[src/rtl/if_prefetch_queue.sv]
// ---------------------------------------------------------------------------
// if_prefetch_queue
//
// Instruction-fetch prefetch queue sitting between the PC/instruction memory
// and the decode stage. Each fetched word is stored together with its
// next-PC (address + 1, word addressed). The queue tracks its own fill level,
// stalls the PC when full, drops everything on a taken branch (flush) and
// stops fetching for good once a HALT has been decoded.
//
// Optional feature: define IFQ_BYPASS_EN to let a word fetched into an empty
// queue appear on the decode outputs in the same cycle. If decode accepts it,
// the word is never written into the storage array.
//
// Parameters
//   NB_ADDR   instruction address width
//   NB_INSTR  instruction word width
//   DEPTH     number of entries (power of two, >= 2)
//
// Ports
//   i_clk        clock, rising edge
//   i_reset      synchronous, active-high reset
//   i_pc_addr    address currently held by the PC
//   i_instr      instruction memory read data for i_pc_addr
//   i_mem_valid  i_instr is valid this cycle
//   i_flush      taken branch/jump, discard queued instructions
//   i_halt       HALT decoded, stop fetching
//   i_id_ready   decode accepts the head entry
//   o_pc_enable  PC advance enable (one per pushed word)
//   o_id_valid   head entry valid
//   o_id_instr   head instruction (zero/NOP when empty)
//   o_id_npc     head entry address + 1 (zero when empty)
//   o_count      number of occupied entries
//   o_state      FSM state: 00 fetch, 01 stall, 10 flush, 11 halted
// ---------------------------------------------------------------------------
module if_prefetch_queue #(
  parameter int unsigned NB_ADDR  = 32,
  parameter int unsigned NB_INSTR = 32,
  parameter int unsigned DEPTH    = 4
) (
  input  logic                         i_clk,
  input  logic                         i_reset,
  input  logic [NB_ADDR-1:0]           i_pc_addr,
  input  logic [NB_INSTR-1:0]          i_instr,
  input  logic                         i_mem_valid,
  input  logic                         i_flush,
  input  logic                         i_halt,
  input  logic                         i_id_ready,
  output logic                         o_pc_enable,
  output logic                         o_id_valid,
  output logic [NB_INSTR-1:0]          o_id_instr,
  output logic [NB_ADDR-1:0]           o_id_npc,
  output logic [$clog2(DEPTH):0]       o_count,
  output logic [1:0]                   o_state
);

  localparam int unsigned PtrW = $clog2(DEPTH);
  localparam int unsigned CntW = PtrW + 1;

  typedef enum logic [1:0] {
    StFetch  = 2'b00,
    StStall  = 2'b01,
    StFlush  = 2'b10,
    StHalted = 2'b11
  } state_e;

  state_e              state_q, state_d;
  logic [PtrW-1:0]     wr_ptr_q, wr_ptr_d;
  logic [PtrW-1:0]     rd_ptr_q, rd_ptr_d;
  logic [CntW-1:0]     count_q, count_d;

  logic [NB_INSTR-1:0] instr_mem_q [DEPTH];
  logic [NB_ADDR-1:0]  npc_mem_q   [DEPTH];

  logic                empty;
  logic                full;
  logic                push;
  logic                pop;
  logic                store;
  logic                pop_mem;
  logic                bypass_take;
  logic                id_valid;
  logic [NB_ADDR-1:0]  pc_npc;

  assign pc_npc = i_pc_addr + NB_ADDR'(1);
  assign empty  = (count_q == '0);
  assign full   = (count_q == CntW'(DEPTH));

  // Push decision uses the registered fill level only, so a concurrent pop
  // never makes room for a push in the same cycle.
  assign push = (state_q == StFetch) && i_mem_valid && !full &&
                !i_flush && !i_halt && !i_reset;

`ifdef IFQ_BYPASS_EN
  assign id_valid    = !empty || push;
  // Word shown straight from memory and accepted: it never enters storage.
  assign bypass_take = empty && push && i_id_ready;
`else
  assign id_valid    = !empty;
  assign bypass_take = 1'b0;
`endif

  assign pop     = id_valid && i_id_ready && !i_flush;
  assign store   = push && !bypass_take;
  assign pop_mem = pop && !empty;

  // Pointer and occupancy next-state. Pointers wrap naturally at PtrW bits.
  always_comb begin
    wr_ptr_d = wr_ptr_q;
    rd_ptr_d = rd_ptr_q;
    count_d  = count_q;
    if (i_flush) begin
      wr_ptr_d = '0;
      rd_ptr_d = '0;
      count_d  = '0;
    end else begin
      if (store) begin
        wr_ptr_d = wr_ptr_q + PtrW'(1);
      end
      if (pop_mem) begin
        rd_ptr_d = rd_ptr_q + PtrW'(1);
      end
      case ({store, pop_mem})
        2'b10:   count_d = count_q + CntW'(1);
        2'b01:   count_d = count_q - CntW'(1);
        default: count_d = count_q;
      endcase
    end
  end

  // FSM: state register.
  always_ff @(posedge i_clk) begin
    if (i_reset) begin
      state_q <= StFetch;
    end else begin
      state_q <= state_d;
    end
  end

  // FSM: next-state. Stall tracks the post-edge fill level so o_state and
  // o_count always agree. Flush lasts one cycle because the queue is empty
  // afterwards and nothing can be pushed while in flush.
  always_comb begin
    state_d = state_q;
    case (state_q)
      StHalted: state_d = StHalted;
      default: begin
        if (i_flush) begin
          state_d = StFlush;
        end else if (i_halt) begin
          state_d = StHalted;
        end else if (count_d == CntW'(DEPTH)) begin
          state_d = StStall;
        end else begin
          state_d = StFetch;
        end
      end
    endcase
  end

  // Queue control registers.
  always_ff @(posedge i_clk) begin
    if (i_reset) begin
      wr_ptr_q <= '0;
      rd_ptr_q <= '0;
      count_q  <= '0;
    end else begin
      wr_ptr_q <= wr_ptr_d;
      rd_ptr_q <= rd_ptr_d;
      count_q  <= count_d;
    end
  end

  // Storage array; contents are masked on the outputs when empty, so it
  // needs no reset.
  always_ff @(posedge i_clk) begin
    if (store) begin
      instr_mem_q[wr_ptr_q] <= i_instr;
      npc_mem_q[wr_ptr_q]   <= pc_npc;
    end
  end

  // FSM: outputs.
  always_comb begin
    o_pc_enable = push;
    o_id_valid  = id_valid;
    o_id_instr  = '0;
    o_id_npc    = '0;
    o_count     = count_q;
    o_state     = state_q;
    if (!empty) begin
      o_id_instr = instr_mem_q[rd_ptr_q];
      o_id_npc   = npc_mem_q[rd_ptr_q];
    end
`ifdef IFQ_BYPASS_EN
    else if (push) begin
      o_id_instr = i_instr;
      o_id_npc   = pc_npc;
    end
`endif
  end

endmodule

[config.mk]
export PLATFORM = sky130hd
export DESIGN_NAME = if_prefetch_queue
export DESIGN_NICKNAME = d
export VERILOG_FILES = /design/src/rtl/if_prefetch_queue.sv
export SDC_FILE = /design/constraint.sdc
export NUM_CORES = 1
export LEC_CHECK = 0
export CORE_ASPECT_RATIO = 1.1
export CORE_MARGIN = 2
export CORE_UTILIZATION = 59
export DETAILED_ROUTE_END_ITERATION = 10
export MAX_ROUTING_LAYER = met4
export PLACE_DENSITY = 0.87
export SETUP_SLACK_MARGIN = 0.2
export SLEW_MARGIN = 10
export SYNTH_ARGS = -nofsm -noshare
export SYNTH_HDL_FRONTEND = slang
export SYNTH_SLANG_ARGS = --single-unit
[constraint.sdc]
create_clock -name i_clk -period 7.6 [get_ports i_clk]
set_clock_uncertainty 0.2 [all_clocks]
set_input_delay 0.76 -clock i_clk [delete_from_list [all_inputs] [get_ports i_clk]]
set_output_delay 0.76 -clock i_clk [all_outputs]
set_load 0.01 [all_outputs]
Word level (Yosys, flattened, before mapping)
Memory sizes are Yosys's and may differ from the RTL's. A register that Yosys moved wholly into a read port is not among the register bits.
Cells that the tools add are included.
{"block": "totals", "reg_bits": 9, "memories": 2, "inputBits": 70, "ram_bits": 256}
{"block": "op_classes", "mux": 14, "addsub": 5, "eq_ne": 5, "reduce_logical": 16}
{"name": "instr_mem_q", "words": 4, "word_bits": 32, "rd": 1, "rd_clocked_by_memory_dff": 1, "write_ports": 1, "line_no": "71", "rtl": "logic [NB_INSTR-1:0] instr_mem_q [DEPTH];"}
{"name": "npc_mem_q", "words": 4, "word_bits": 32, "rd": 1, "rd_clocked_by_memory_dff": 1, "write_ports": 1, "line_no": "72", "rtl": "logic [NB_ADDR-1:0] npc_mem_q [DEPTH];"}
{"op": "$mux 32", "n": 2}
{"op": "$add 32x1->32 const B", "n": 1}
{"op": "$mux 2", "n": 7}
{"op": "$logic_and 1x1->1", "n": 8}
{"op": "$eq 3x3->1 const B", "n": 2}
{"op": "$pmux 3 s2", "n": 1}
{"op": "$logic_not 1->1", "n": 5}
{"op": "$add 2x1->2 const B", "n": 2}
{"op": "$eq 2x2->1 const B", "n": 2}
{"op": "$add 3x1->3 const B", "n": 1}
{"op": "$logic_not 3->1", "n": 1}
{"op": "$mux 1", "n": 3}
{"op": "$mux 3", "n": 1}
{"op": "$sub 3x1->3 const B", "n": 1}
{"op": "$eq 2x1->1 const B", "n": 1}
{"op": "$logic_not 2->1", "n": 1}
{"op": "$reduce_or 2->1", "n": 1}

Logic depth before layout (Yosys ltp)
Gate-level depths: netlist (run 1).
{"block": "logic_depth", "depth_word": 14, "depth_mapped": 10, "ltp_nobuf": 9}

Worst setup path before layout (run 1)
OpenSTA, ideal clock, no wires.
{"block": "synth_path", "path_kind": "input -> register", "startpoint": "input port i_halt", "endpoint": "memory instr_mem_q[0][0] (enable)", "path_stages": 3, "path_slack_ps": 3751, "setup_time_ps": 429, "arrival_time_ps": 3220, "required_time_ps": 6971, "cell_sequence": "or4b_4 -> a211oi_4 -> and2_1"}
{"block": "synth_between", "elab_chain_len": 5}
{"element": "start: declaration", "line_no": "46", "rtl": "input logic i_halt,"}
{"element": "$logic_not 1->1", "line_no": "91", "rtl": "!i_flush && !i_halt && !i_reset;"}
{"element": "$logic_and 1x1->1 (2 in a row)", "line_no": "91"}
{"element": "named net o_pc_enable", "line_no": "48", "rtl": "output logic o_pc_enable,"}
{"element": "$mux 1", "line_no": "176", "rtl": "if (store) begin"}
{"element": "$mux 1 (not written as such)", "line_no": "177", "rtl": "instr_mem_q[wr_ptr_q] <= i_instr;"}
{"element": "end: declaration", "line_no": "71"}
The timed path passes the listed nets, and every way through them passes these cells.

==> impl_metrics.tcl, run 1 <==
set metrics [dict create \
    run_status "complete, no violations" \
    final_max_slew_viol_count 0 \
    setup.worst_path.start_class "flop" \
    clock_sink_count 267 \
    report.final.hold_viol_count 0 \
    crit_path_capture_type "primary output" \
    ant_nets 0 \
    area_growth_syn_to_layout_pct 22.8 \
    final_cells 950 \
    die-width_um 133 \
    worstHoldPathType "reg2reg" \
    unrepaired_setup_endpoints_after_global_routing "no" \
    synthCells 549 \
    tritoncts "built" \
    critical_path.slowest_cell "sky130_fd_sc_hd__dfxtp_4" \
    floorplan.die_area_sq_um 19500 \
    drc_errors 0 \
    mappedNetlistNets 626 \
    routed_wirelength_mm 20.5 \
    pwr_density_cell_nw_per_um2 224 \
    grt_pass1_vias 6143 \
    layout.cells.most_common_list "sky130_fd_sc_hd__edfxtp_1, sky130_fd_sc_hd__clkdlybuf4s50_1, sky130_fd_sc_hd__and2_1, sky130_fd_sc_hd__mux4_2, sky130_fd_sc_hd__xnor2_1" \
    placementRows 51 \
    route.vias.total 5551 \
    crit_chain "buf_4, mux4_2, and2_1, clkdlybuf4s50_1" \
    synthDominantCellAreaShare_pct 71.0 \
    met3_usage_pct 2.19 \
    drive_above_1_share_pct 16.7 \
    clk_pin_slew_worst_paths_ns 0.06 \
    fmaxAchievable_mhz 236 \
    cts.repair_timing.setup_buffer_count 0 \
    post-route-period-util_pct 55.7 \
    period_needed_ns 4.23 \
    drt_iter0_drc 339 \
    start_util_pct 60.6 \
    cts_hold_buffers 0 \
    cell_type_contributing_the_most_total_cell_area_after_synthesis "sky130_fd_sc_hd__edfxtp_1" \
    worst_setup_path_type "reg2out" \
    setup_total_negative_slack_ns 0 \
    overflow 0 \
    syn_area_per_cell_sq_um 19.7 \
    antenna_cells 0 \
    dr.pass1.iters 4 \
    hpwl_mm 11.8 \
    crit_required_ns 6.64 \
    final.setup.worst_slack_ns 3.37 \
    number_of_antenna_violations_at_the_first_check_in_global_routing 0 \
    io_pins 141 \
    grt_most_used_layer "met2" \
    die_h_um 146 \
    cp_slowest_stage_delay_ns 0.75 \
    final_common_cell "sky130_fd_sc_hd__edfxtp_1" \
    maxCapViolations 0 \
    ctsHtreeMaxLevel 1 \
    dp.cells 903 \
    tritoncts.num_buffers 26 \
    gp_congestion 0.842 \
    port-buffer-count 140 \
    power.leakage_nw 4.17 \
    synth.top_cells.by_area "sky130_fd_sc_hd__edfxtp_1, sky130_fd_sc_hd__mux4_2, sky130_fd_sc_hd__and2_1, sky130_fd_sc_hd__xnor2_1, sky130_fd_sc_hd__dfxtp_1" \
    post-place-ws_ns 3.57 \
    hp-start "o_state[1]$_SDFF_PP0_" \
    grt_pass1_wl_mm 32.5 \
    use_met1_pct 26.7 \
    worst-slew-pin-transition_ns 1.14 \
    clock_path_buffers 3 \
    drt-vias-per-instance 5.84 \
    worstReg2RegStart "o_count[2]$_SDFF_PP0_" \
    grt.total_usage_pct 22.2 \
    synth_seq_area_share_pct 73.0 \
    timing.final.setup_violations 0 \
    wire_per_inst_um 21.6 \
    critPathArrivalTime_ns 3.27 \
    fin_nets 770 \
    synth_cell_type_count 36 \
    filler_cell_count 1023 \
    ys_warn_count 0 \
    grt_use_met2_pct 40.3 \
    vdd_ir_drop_max_v 0.000193 \
    clock_insertion_delay_worst_skew_ns 0.50 \
    netlist_area_sq_um 10800 \
    post_cts_resized 0 \
    core_area_sq_um 17900 \
    ctsRootBufferMaster "sky130_fd_sc_hd__clkbuf_16" \
    synth.ff_latch_count 267 \
    path_max_fanout 34 \
    timing.max_slew.rel_slack_pct 23.9 \
    grt_max_degree 68 \
]
## power breakdown
part | leakage, nW | total, mW | switching, mW | internal (mW)
clock | 0.409 | 1.26 | 0.511 | 0.751
sequential | 2.39 | 1.62 | 0.00201 | 1.62
combinational | 1.37 | 0.0970 | 0.0461 | 0.0509
total | 4.17 | 2.98 | 0.559 | 2.42
## flip-flops by register name (all words and copies together), names as in the netlist, named ones only
register	cells
rd_ptr_q	2
instr_mem_q	128
npc_mem_q	128
wr_ptr_q	2
o_state	2
o_count	3
## critical path, delay by kind of cell, from the launching register on
kind	cells	cell delay, ns
mux	1	0.60
buf+inv	2	1.22
simple gates	1	0.18
flops	1	0.75
## cells in the mapped netlist
| cell | number |
|---|---|
| sky130_fd_sc_hd__mux2i_1 | 2 |
| sky130_fd_sc_hd__or3_1 | 2 |
| sky130_fd_sc_hd__a211oi_1 | 1 |
| sky130_fd_sc_hd__and3_1 | 3 |
| sky130_fd_sc_hd__and3b_1 | 1 |
| sky130_fd_sc_hd__clkbuf_1 | 16 |
| sky130_fd_sc_hd__and4_2 | 1 |
| sky130_fd_sc_hd__clkbuf_2 | 1 |
| sky130_fd_sc_hd__and2_1 | 73 |
| sky130_fd_sc_hd__nor4_4 | 2 |
| sky130_fd_sc_hd__buf_2 | 8 |
| sky130_fd_sc_hd__and4b_1 | 1 |
| sky130_fd_sc_hd__o21ai_0 | 1 |
| sky130_fd_sc_hd__or2_2 | 1 |
| sky130_fd_sc_hd__nand4_2 | 1 |
| sky130_fd_sc_hd__xor2_1 | 5 |
| sky130_fd_sc_hd__nand4_1 | 13 |
| sky130_fd_sc_hd__inv_1 | 6 |
| sky130_fd_sc_hd__nand4_4 | 1 |
| sky130_fd_sc_hd__or4b_4 | 1 |
| sky130_fd_sc_hd__nand2_1 | 8 |
| sky130_fd_sc_hd__nor2_1 | 13 |
| sky130_fd_sc_hd__a21oi_1 | 2 |
| sky130_fd_sc_hd__nand3_1 | 9 |
| sky130_fd_sc_hd__nor4bb_1 | 1 |
| sky130_fd_sc_hd__dfxtp_1 | 11 |
| sky130_fd_sc_hd__o22ai_1 | 1 |
| sky130_fd_sc_hd__edfxtp_1 | 256 |
| sky130_fd_sc_hd__ha_1 | 6 |
| sky130_fd_sc_hd__a32o_1 | 1 |
| sky130_fd_sc_hd__xnor2_1 | 30 |
| sky130_fd_sc_hd__mux4_2 | 64 |
| sky130_fd_sc_hd__fa_1 | 1 |
| sky130_fd_sc_hd__a211oi_4 | 1 |
| sky130_fd_sc_hd__and2_0 | 1 |
| sky130_fd_sc_hd__and4_1 | 4 |
## cell type report
type                       instances  area, sq um  share of cell area, %
clock buffer                      33          698                   5.25
clock inverter                    14          150                   1.13
inverter                           6         22.5                  0.169
multi-input combinational        251         2800                   21.1
sequential                       267         7920                   59.5
tap                              238          298                   2.24
timing repair buffer             141         1410                   10.6
## cells by family (layout without fill, tap and decap cells)
logic type / count (synthesis) / after routing / synth area share, %
AOI/OAI and AO/OA: 7 / 7 / 0.543
and+or+nand+nor: 136 / 136 / 8.03
muxes: 66 / 66 / 13.5
buffers and inverters: 31 / 194 / 1.18
adders and majority gates: 7 / 7 / 0.878
xor gates and xnor gates: 35 / 35 / 2.83
DFF: 267 / 267 / 73.0
## per-stage QoR
stage               power (mW)  utilization [%]  area, sq um  hold slack [ns]
CTS                       2.99             74.4        13300            0.327
global placement          1.74             69.7        12400            0.286
floorplan                 1.68                -        10800            0.290
global route              3.06             74.4        13300            0.362
finish                    2.98             74.4        13300            0.330
detailed placement        1.75             69.7        12400            0.304
## routing by layer
metal | part of all wire (%) | up-vias
li1 | - | 2477
met1 | 39 | 2877
met2 | 55 | 167
met3 | 4.7 | 30
met4 | 1.9 | 0
met5 | 0 | -
## worst paths after layout
kind	endpoint	slack [ns]	depth (start not counted)
max reg2reg	o_state[0]$_SDFF_PP0_	4.01	8
min	o_state[0]$_SDFF_PP0_	0.33	2
min reg2reg	o_state[0]$_SDFF_PP0_	0.33	2
max	o_id_npc[0]	3.37	4
Note: power is estimated with default switching activity, not from simulation.
==> inputs of run 2 (changes only) <==
--- a/config.mk
+++ b/config.mk
@@ -7,10 +7,10 @@
 export LEC_CHECK = 0
 export CORE_ASPECT_RATIO = 1.1
 export CORE_MARGIN = 2
-export CORE_UTILIZATION = 59
+export CORE_UTILIZATION = 50
 export DETAILED_ROUTE_END_ITERATION = 10
 export MAX_ROUTING_LAYER = met4
-export PLACE_DENSITY = 0.87
+export PLACE_DENSITY = 0.79
 export SETUP_SLACK_MARGIN = 0.2
 export SLEW_MARGIN = 10
 export SYNTH_ARGS = -nofsm -noshare
==> constraint.sdc (replaced) <==
create_clock -name i_clk -period 3.75 [get_ports i_clk]
set_clock_uncertainty 0.2 [all_clocks]
set_input_delay 0.375 -clock i_clk [delete_from_list [all_inputs] [get_ports i_clk]]
set_output_delay 0.375 -clock i_clk [all_outputs]
set_load 0.01 [all_outputs]
==> impl_metrics.tcl, run 2 (same netlist as run 1, synthesis figures left out) <==
set metrics [dict create \
    met3_length_mm 1.13 \
    overflow 0 \
    grt_pass1_wl_mm 32.4 \
    drc_errors 0 \
    grt_pass1_vias 6016 \
    timing.final.setup_violations 0 \
    timing.rr.end "o_state[0]$_SDFF_PP0_" \
    holdPathEnd "o_state[1]$_SDFF_PP0_" \
    final_max_slew_viol_count 0 \
    fin_nets 789 \
    layout.cell_area.non_filler_sq_um 13500 \
    io_pins 141 \
    report.final.hold_viol_count 0 \
    antenna_cells 0 \
    post_cts_resized 0 \
    run_status "complete, no violations" \
    setup.worst_path.start_class "flop" \
    worst_setup_path_type "reg2out" \
    hpwl_mm 13.7 \
    clock_insertion_delay_worst_skew_ns 0.53 \
    crit_required_ns 3.17 \
    tritoncts.num_buffers 27 \
    path_max_fanout 21 \
    cts_hold_buffers 0 \
    worst-slew-pin-transition_ns 0.661 \
    gp_congestion 0.782 \
    pwr_density_cell_nw_per_um2 432 \
    power.leakage_nw 4.25 \
    drt-vias-per-instance 5.54 \
    ant_nets 0 \
    clock_sink_count 267 \
    maxCapViolations 0 \
    drt_iter0_drc 349 \
    port-buffer-count 140 \
    unrepaired_setup_endpoints_after_global_routing "no" \
    post_dp_cell_area_sq_um 12700 \
    post-route-period-util_pct 88.0 \
    vdd_ir_drop_max_v 0.000397 \
    dr.pass1.iters 5 \
    worstHoldPathType "in2reg" \
    ff2ff_path_depth 8 \
    critical_path.slowest_cell "sky130_fd_sc_hd__dfxtp_4" \
    ctsRootBufferMaster "sky130_fd_sc_hd__clkbuf_16" \
    core_area_sq_um 21300 \
    die-width_um 144 \
    ctsHtreeMaxLevel 1 \
    clock_path_buffers 3 \
    placementRows 56 \
    grt_max_degree 40 \
    worstHoldPathCells 2 \
    fmaxAchievable_mhz 303 \
    setup_total_negative_slack_ns 0 \
    cp_slowest_stage_delay_ns 0.65 \
    met2RoutedLength_mm 11.0 \
    wire_per_inst_um 20.5 \
    die_h_um 158 \
    route.top_layer_used "met4" \
    detail_route.wirelength.met1_mm 8.11 \
    hp-start "i_reset" \
    start_util_pct 50.8 \
    timing.max_slew.rel_slack_pct 55.6 \
    period_needed_ns 3.30 \
    cts.repair_timing.setup_buffer_count 0 \
    crit_path_capture_type "primary output" \
    critPathArrivalTime_ns 2.72 \
    final_common_cell "sky130_fd_sc_hd__edfxtp_1" \
    tritoncts "built" \
    drive_above_1_share_pct 18.0 \
    routed_wirelength_mm 20.9 \
    flop2flop_setup_slack_ns 0.73 \
    route.vias.total 5666 \
    number_of_antenna_violations_at_the_first_check_in_global_routing 0 \
    area_growth_syn_to_layout_pct 24.6 \
    hold-worst-slack_ns 0.248 \
    worstReg2RegStart "o_count[2]$_SDFF_PP0_" \
    clk_pin_slew_worst_paths_ns 0.06 \
    floorplan.die_area_sq_um 22800 \
    grt.total_usage_pct 19.2 \
    crit_chain "buf_4, mux4_2, and2_1, clkdlybuf4s50_1" \
    layout.cells.most_common_list "sky130_fd_sc_hd__edfxtp_1, sky130_fd_sc_hd__clkdlybuf4s50_1, sky130_fd_sc_hd__and2_1, sky130_fd_sc_hd__mux4_2, sky130_fd_sc_hd__xnor2_1" \
]
[run 2: cell count changes in the layout (fill, tap and decap cells not counted), sizes merged]
cell      change
clkbuf        +1
inv           +1
buf          +18
clkinv        +4
clkinvlp      -1
bufinv        -3
[run 2: stage by stage]
| step | setup WS (ns) | util, % | cells | power [mW] |
|---|---|---|---|---|
| after floorplan | 0.286 | - | 549 | 3.41 |
| after global placement | 0.457 | 59.7 | 973 | 3.53 |
| after detailed placement | 0.185 | 59.7 | 973 | 3.54 |
| after CTS | 0.356 | 63.3 | 1022 | 5.89 |
| after global routing | 0.252 | 63.3 | 1022 | 6.02 |
| final | 0.451 | 63.3 | 1022 | 5.83 |
[run 2: cell type report]
type                            instances  area, sq um
Clock buffer                           34          702
Clock inverter                         15         73.8
Fill cell                            1505         7820
Inverter                                6         22.5
Multi-Input combinational cell        251         2800
Sequential cell                       267         7920
Tap cell                              290          363
Timing Repair Buffer                  159         1610
[run 2: worst max path at each step]
| stage | end | slack [ns] | depth (start not counted) |
|---|---|---|---|
| after floorplan | instr_mem_q[1][0]$_DFFE_PP_ | 0.29 | 3 |
| after global placement | o_state[0]$_SDFF_PP0_ | 0.46 | 10 |
| after detailed placement | o_state[0]$_SDFF_PP0_ | 0.19 | 10 |
| after CTS | o_id_npc[24] | 0.36 | 4 |
| after global routing | o_id_instr[5] | 0.25 | 4 |
| final | o_id_npc[29] | 0.45 | 4 |
[run 2: report_power, final]
group	switching [mW]	leakage (nW)	internal [mW]	total, mW
registers	0.00383	2.39	3.28	3.28
logic	0.0933	1.48	0.105	0.198
clock network	1.03	0.374	1.32	2.35
[run 2: metal layers]
layer | up-vias | GRT usage, %
li1 | 2515 | -
met2 | 192 | 33.2
met1 | 2913 | 23.6
met4 | 0 | 6.56
met5 | - | -
met3 | 46 | 2.47
[run 2: worst max-delay path, delay by kind of cell (launching register included)]
family                 cells  cell delay [ns]
and+or+nand+nor            1             0.17
DFF                        1             0.65
muxes                      1             0.54
buffers and inverters      2             0.82
==> inputs of run 3 (changes only) <==
--- a/config.mk
+++ b/config.mk
@@ -7,10 +7,10 @@
 export LEC_CHECK = 0
 export CORE_ASPECT_RATIO = 1.1
 export CORE_MARGIN = 2
-export CORE_UTILIZATION = 50
+export CORE_UTILIZATION = 30
 export DETAILED_ROUTE_END_ITERATION = 10
 export MAX_ROUTING_LAYER = met4
-export PLACE_DENSITY = 0.79
+export PLACE_DENSITY = 0.53
 export SETUP_SLACK_MARGIN = 0.2
 export SLEW_MARGIN = 10
 export SYNTH_ARGS = -nofsm -noshare
==> impl_metrics.tcl, run 3 (same netlist as run 1, synthesis figures left out) <==
set metrics [dict create \
    run_status "complete, no violations" \
    use_met1_pct 15.5 \
    met3_usage_pct 2.27 \
    fin_total_pwr_mw 6.46 \
    gp_congestion 0.773 \
    route.vias.total 5553 \
    overflow 0 \
    grt_most_used_layer "met2" \
    seq_area_sq_um 7920 \
    wire_per_inst_um 19.0 \
    worstHoldPathCells 2 \
    io_pins 141 \
    start_util_pct 30.6 \
    timing.rr.end "o_state[0]$_SDFF_PP0_" \
    filler_cell_count 3217 \
    grt_use_met2_pct 22.3 \
    grt_max_degree 67 \
    clock_insertion_delay_worst_skew_ns 0.54 \
    period_needed_ns 3.26 \
    timing.final.setup_violations 0 \
    core_area_sq_um 35400 \
    worstReg2RegStart "o_state[1]$_SDFF_PP0_" \
    die-width_um 185 \
    report.final.hold_viol_count 0 \
    cts_hold_buffers 0 \
    hp-start "i_reset" \
    cts.repair_timing.setup_buffer_count 0 \
    number_of_antenna_violations_at_the_first_check_in_global_routing 0 \
    hpwl_mm 14.3 \
    ff2ff_path_depth 9 \
    worst-slew-pin-transition_ns 0.785 \
    pwr_density_cell_nw_per_um2 464 \
    floorplan.die_area_sq_um 37600 \
    grt_pass1_vias 6196 \
    final_max_slew_viol_count 0 \
    holdPathEnd "o_state[1]$_SDFF_PP0_" \
    path_max_fanout 24 \
    unrepaired_setup_endpoints_after_global_routing "no" \
    grt_pass1_wl_mm 36.0 \
    post-route-period-util_pct 87.0 \
    setup_total_negative_slack_ns 0 \
    tritoncts.num_buffers 30 \
    area_growth_syn_to_layout_pct 28.7 \
    crit_path_capture_type "primary output" \
    setup.worst_path.start_class "flop" \
    ant_nets 0 \
    critPathArrivalTime_ns 2.69 \
    post_cts_resized 0 \
    worstHoldPathType "in2reg" \
    power.leakage_nw 4.34 \
    drive_above_1_share_pct 18.4 \
    antenna_cells 0 \
    worst_setup_path_type "reg2out" \
    layout.cells.most_common_list "sky130_fd_sc_hd__edfxtp_1, sky130_fd_sc_hd__clkdlybuf4s50_1, sky130_fd_sc_hd__and2_1, sky130_fd_sc_hd__mux4_2, sky130_fd_sc_hd__clkbuf_16" \
    placementRows 72 \
    tritoncts "built" \
    drt_iter0_drc 345 \
    fin_nets 786 \
    final_common_cell "sky130_fd_sc_hd__edfxtp_1" \
    crit_required_ns 3.17 \
    drc_errors 0 \
    flop2flop_setup_slack_ns 0.87 \
    die_h_um 203 \
    grt.total_usage_pct 12.8 \
    combined_area_of_the_multi_input_logic_cells_sq_um 2800 \
    maxCapViolations 0 \
    timing.max_slew.rel_slack_pct 47.3 \
    final_cells 1214 \
    ctsRootBufferMaster "sky130_fd_sc_hd__clkbuf_16" \
    drt-vias-per-instance 4.57 \
    clock_path_buffers 3 \
    dr.pass1.iters 4 \
    vdd_ir_drop_max_v 0.000277 \
    clk_pin_slew_worst_paths_ns 0.06 \
    port-buffer-count 140 \
    routed_wirelength_mm 23.0 \
    fmaxAchievable_mhz 307 \
    clock_sink_count 267 \
    dp.cells 1158 \
    ctsHtreeMaxLevel 1 \
]
-- run 3: per-layer routing --
metal / share of wire (%) / routed length [um]
met1: 42 / 9590
met2: 51 / 11800
met3: 5.2 / 1200
met4: 2.0 / 454
met5: 0 / 0
-- run 3: where the power goes --
group	switching, mW	internal [mW]
combinational	0.0945	0.105
clock	1.14	1.84
sequential	0.00362	3.28
-- run 3: final cells by class --
cell class	instances	share of cell area, %
sequential	267	56.8
multi-input combinational	251	20.1
timing repair buffer	153	11.3
clock buffer	34	5.65
tap	481	4.32
clock inverter	22	1.66
inverter	6	0.162
-- run 3: worst max-delay path by stage --
stage | to | depth (start not counted)
after detailed placement | o_state[0]$_SDFF_PP0_ | 10
after floorplan | instr_mem_q[1][0]$_DFFE_PP_ | 3
after global routing | o_id_npc[21] | 4
final | o_id_npc[16] | 4
after CTS | o_id_npc[23] | 4
after global placement | o_state[0]$_SDFF_PP0_ | 10
-- run 3: stage by stage --
| stage | utilization, % | hold slack (ns) | worst slack [ns] | area, sq um |
|---|---|---|---|---|
| floorplan | - | 0.244 | 0.286 | 10800 |
| CTS | 39.4 | 0.203 | 0.372 | 13900 |
| finish | 39.4 | 0.235 | 0.489 | 13900 |
| global route | 39.4 | 0.226 | 0.301 | 13900 |
| global placement | 36.5 | 0.293 | 0.433 | 12900 |
| detailed placement | 36.5 | 0.306 | 0.312 | 12900 |
-- run 3: worst max-delay path: stages (launching register included) --
cell,delay [ns]
sky130_fd_sc_hd__dfxtp_4,0.61
sky130_fd_sc_hd__buf_12,0.29
sky130_fd_sc_hd__mux4_2,0.53
sky130_fd_sc_hd__and2_1,0.18
sky130_fd_sc_hd__clkdlybuf4s50_1,0.51
==> edit: new RTL, settings of run 3 <==
Reset style: asynchronous (`i_reset`), changed in 2 clocked blocks. Comments in the files are not updated.
--- a/src/rtl/if_prefetch_queue.sv
+++ b/src/rtl/if_prefetch_queue.sv
@@ -128,7 +128,7 @@
   end
 
   // FSM: state register.
-  always_ff @(posedge i_clk) begin
+  always_ff @(posedge i_clk or posedge i_reset) begin
     if (i_reset) begin
       state_q <= StFetch;
     end else begin
@@ -158,7 +158,7 @@
   end
 
   // Queue control registers.
-  always_ff @(posedge i_clk) begin
+  always_ff @(posedge i_clk or posedge i_reset) begin
     if (i_reset) begin
       wr_ptr_q <= '0;
       rd_ptr_q <= '0;
Function: differs if i_reset is asserted again (counterexample within 4 cycles, from zero or initial values and one cycle with i_reset high); with i_reset held inactive, the same outputs for 4 cycles.
==> edit against run 3 <==
Final cell count down 0.33%. Sequential cell count is 2 lower. Total power fell by 8.6%. Routed wire length fell by 0.38%. Cell area fell by 1.2%. Area after synthesis is 0.58% lower. Highest routed layer unchanged. Largest cell class unchanged. Setup slack improved by 14 ps.
==> edit: results (changes against run 3) <==
status completed; DRT Wirelength 22900 um (-0.38%); Worst-Skew Late Latency 520 ps (-20 ps); hold_buf cts 1 (+1); final core utilization 39.1% (-0.28 points); sequential area share after synthesis 73.5% (+0.47 points); gr usage total 12.6% (-0.20 points); post-DP HPWL 14700 um (+3.0%); Switching Fraction 19.3% (+0.17 points); multi-input gate share of total cell area 19.9% (-0.18 points); sequential cell area share 57.5% (+0.73 points); met2 WL 11700 um (-0.78%); buffer share of cell area 12.0% (+0.74 points); crit path max-delay cell type dfrtp_4; vias in the first global route 6059 (-2.2%); Inverters 8 (+2); fillcell total 3211 (-0.19%); DR WL met3 1110 um (-7.1%); Area contributors post-synth edfxtp_1 71%, mux4_2 13%, and2_1 4.1%, xnor2_1 2.3%, dfrtp_1 2.1%; Starting DRT DRC Count 335 (-2.9%); Distinct cells, synth 32 (-11%); Signal buffers 157 (+2.6%); combinational group power 0.000182 W (-9%); clock buffers 37 (+8.8%); Via density 4.57 (-0.10%); Commonest cells post-synth 256 x edfxtp_1, 70 x and2_1, 64 x mux4_2; Sinks on Clock Net 265 (-0.75%); clock group power 0.00247 W (-17%); CP peak stage delay 780 ps (+170 ps); pre-CTS setup slack 330 ps (+17.9 ps); Leakage Power 4.27 nW (-1.5%); crit path DAT 2670 ps (-20 ps); first-pass GRT wire length 34900 um (-2.9%); Synth async-reset ratio 3.40% (+3.4 points); worst slew pin tran 899 ps (+113 ps); design area 13800 um^2 (-1.2%); largest net degree at the start of global routing 46 (-31%); Post-Layout Cell Count 1210 (-0.33%); M1 WL 9710 um (+1.3%); Clock-cell share 5.91% (-1.4 points); final RePlAce weighted congestion 0.832 (+7.6%); Pre-antenna DRT Iters 6 (+2); CTS Buf Count 27 (-10%); peak supply drop 0.000272 V (-1.9%); ratio of cells with drive above 1 in the final layout 17.4% (-1.0 points); CP max FO 33 (+38%)
==> edit: final timing paths <==
| path | depth (start not counted) | slack, ps | start | end |
|---|---|---|---|---|
| worst max register to register | 9 | 1020 | o_count[0] | o_state[0] |
| worst min-delay path | 1 | 290 | i_instr[11] | instr_mem_q[1][11] |
| worst max-delay path | 4 | 500 | rd_ptr_q[1] | o_id_npc[13] |
| worst min register to register | 2 | 410 | wr_ptr_q[1] | wr_ptr_q[1] |
| min in group asynchronous | 3 | 520 | i_reset | o_count[0] |
| max in group asynchronous | 3 | 2530 | i_reset | rd_ptr_q[0] |
==> edit: metal layers <==
layer,up-vias,global-route usage [%]
met5,-,-
met2,158,21.7
met4,0,2.71
li1,2495,-
met3,34,2.12
met1,2842,15.8
==> edit: cell families after synthesis <==
group           Yosys count  share of synthesized area, %
simple gates            137                          7.44
compound gates            5                         0.523
fa+ha+maj                 7                         0.883
xor+xnor                 36                          2.93
flops                   265                          73.5
mux                      66                          13.6
buf+inv                  31                          1.14
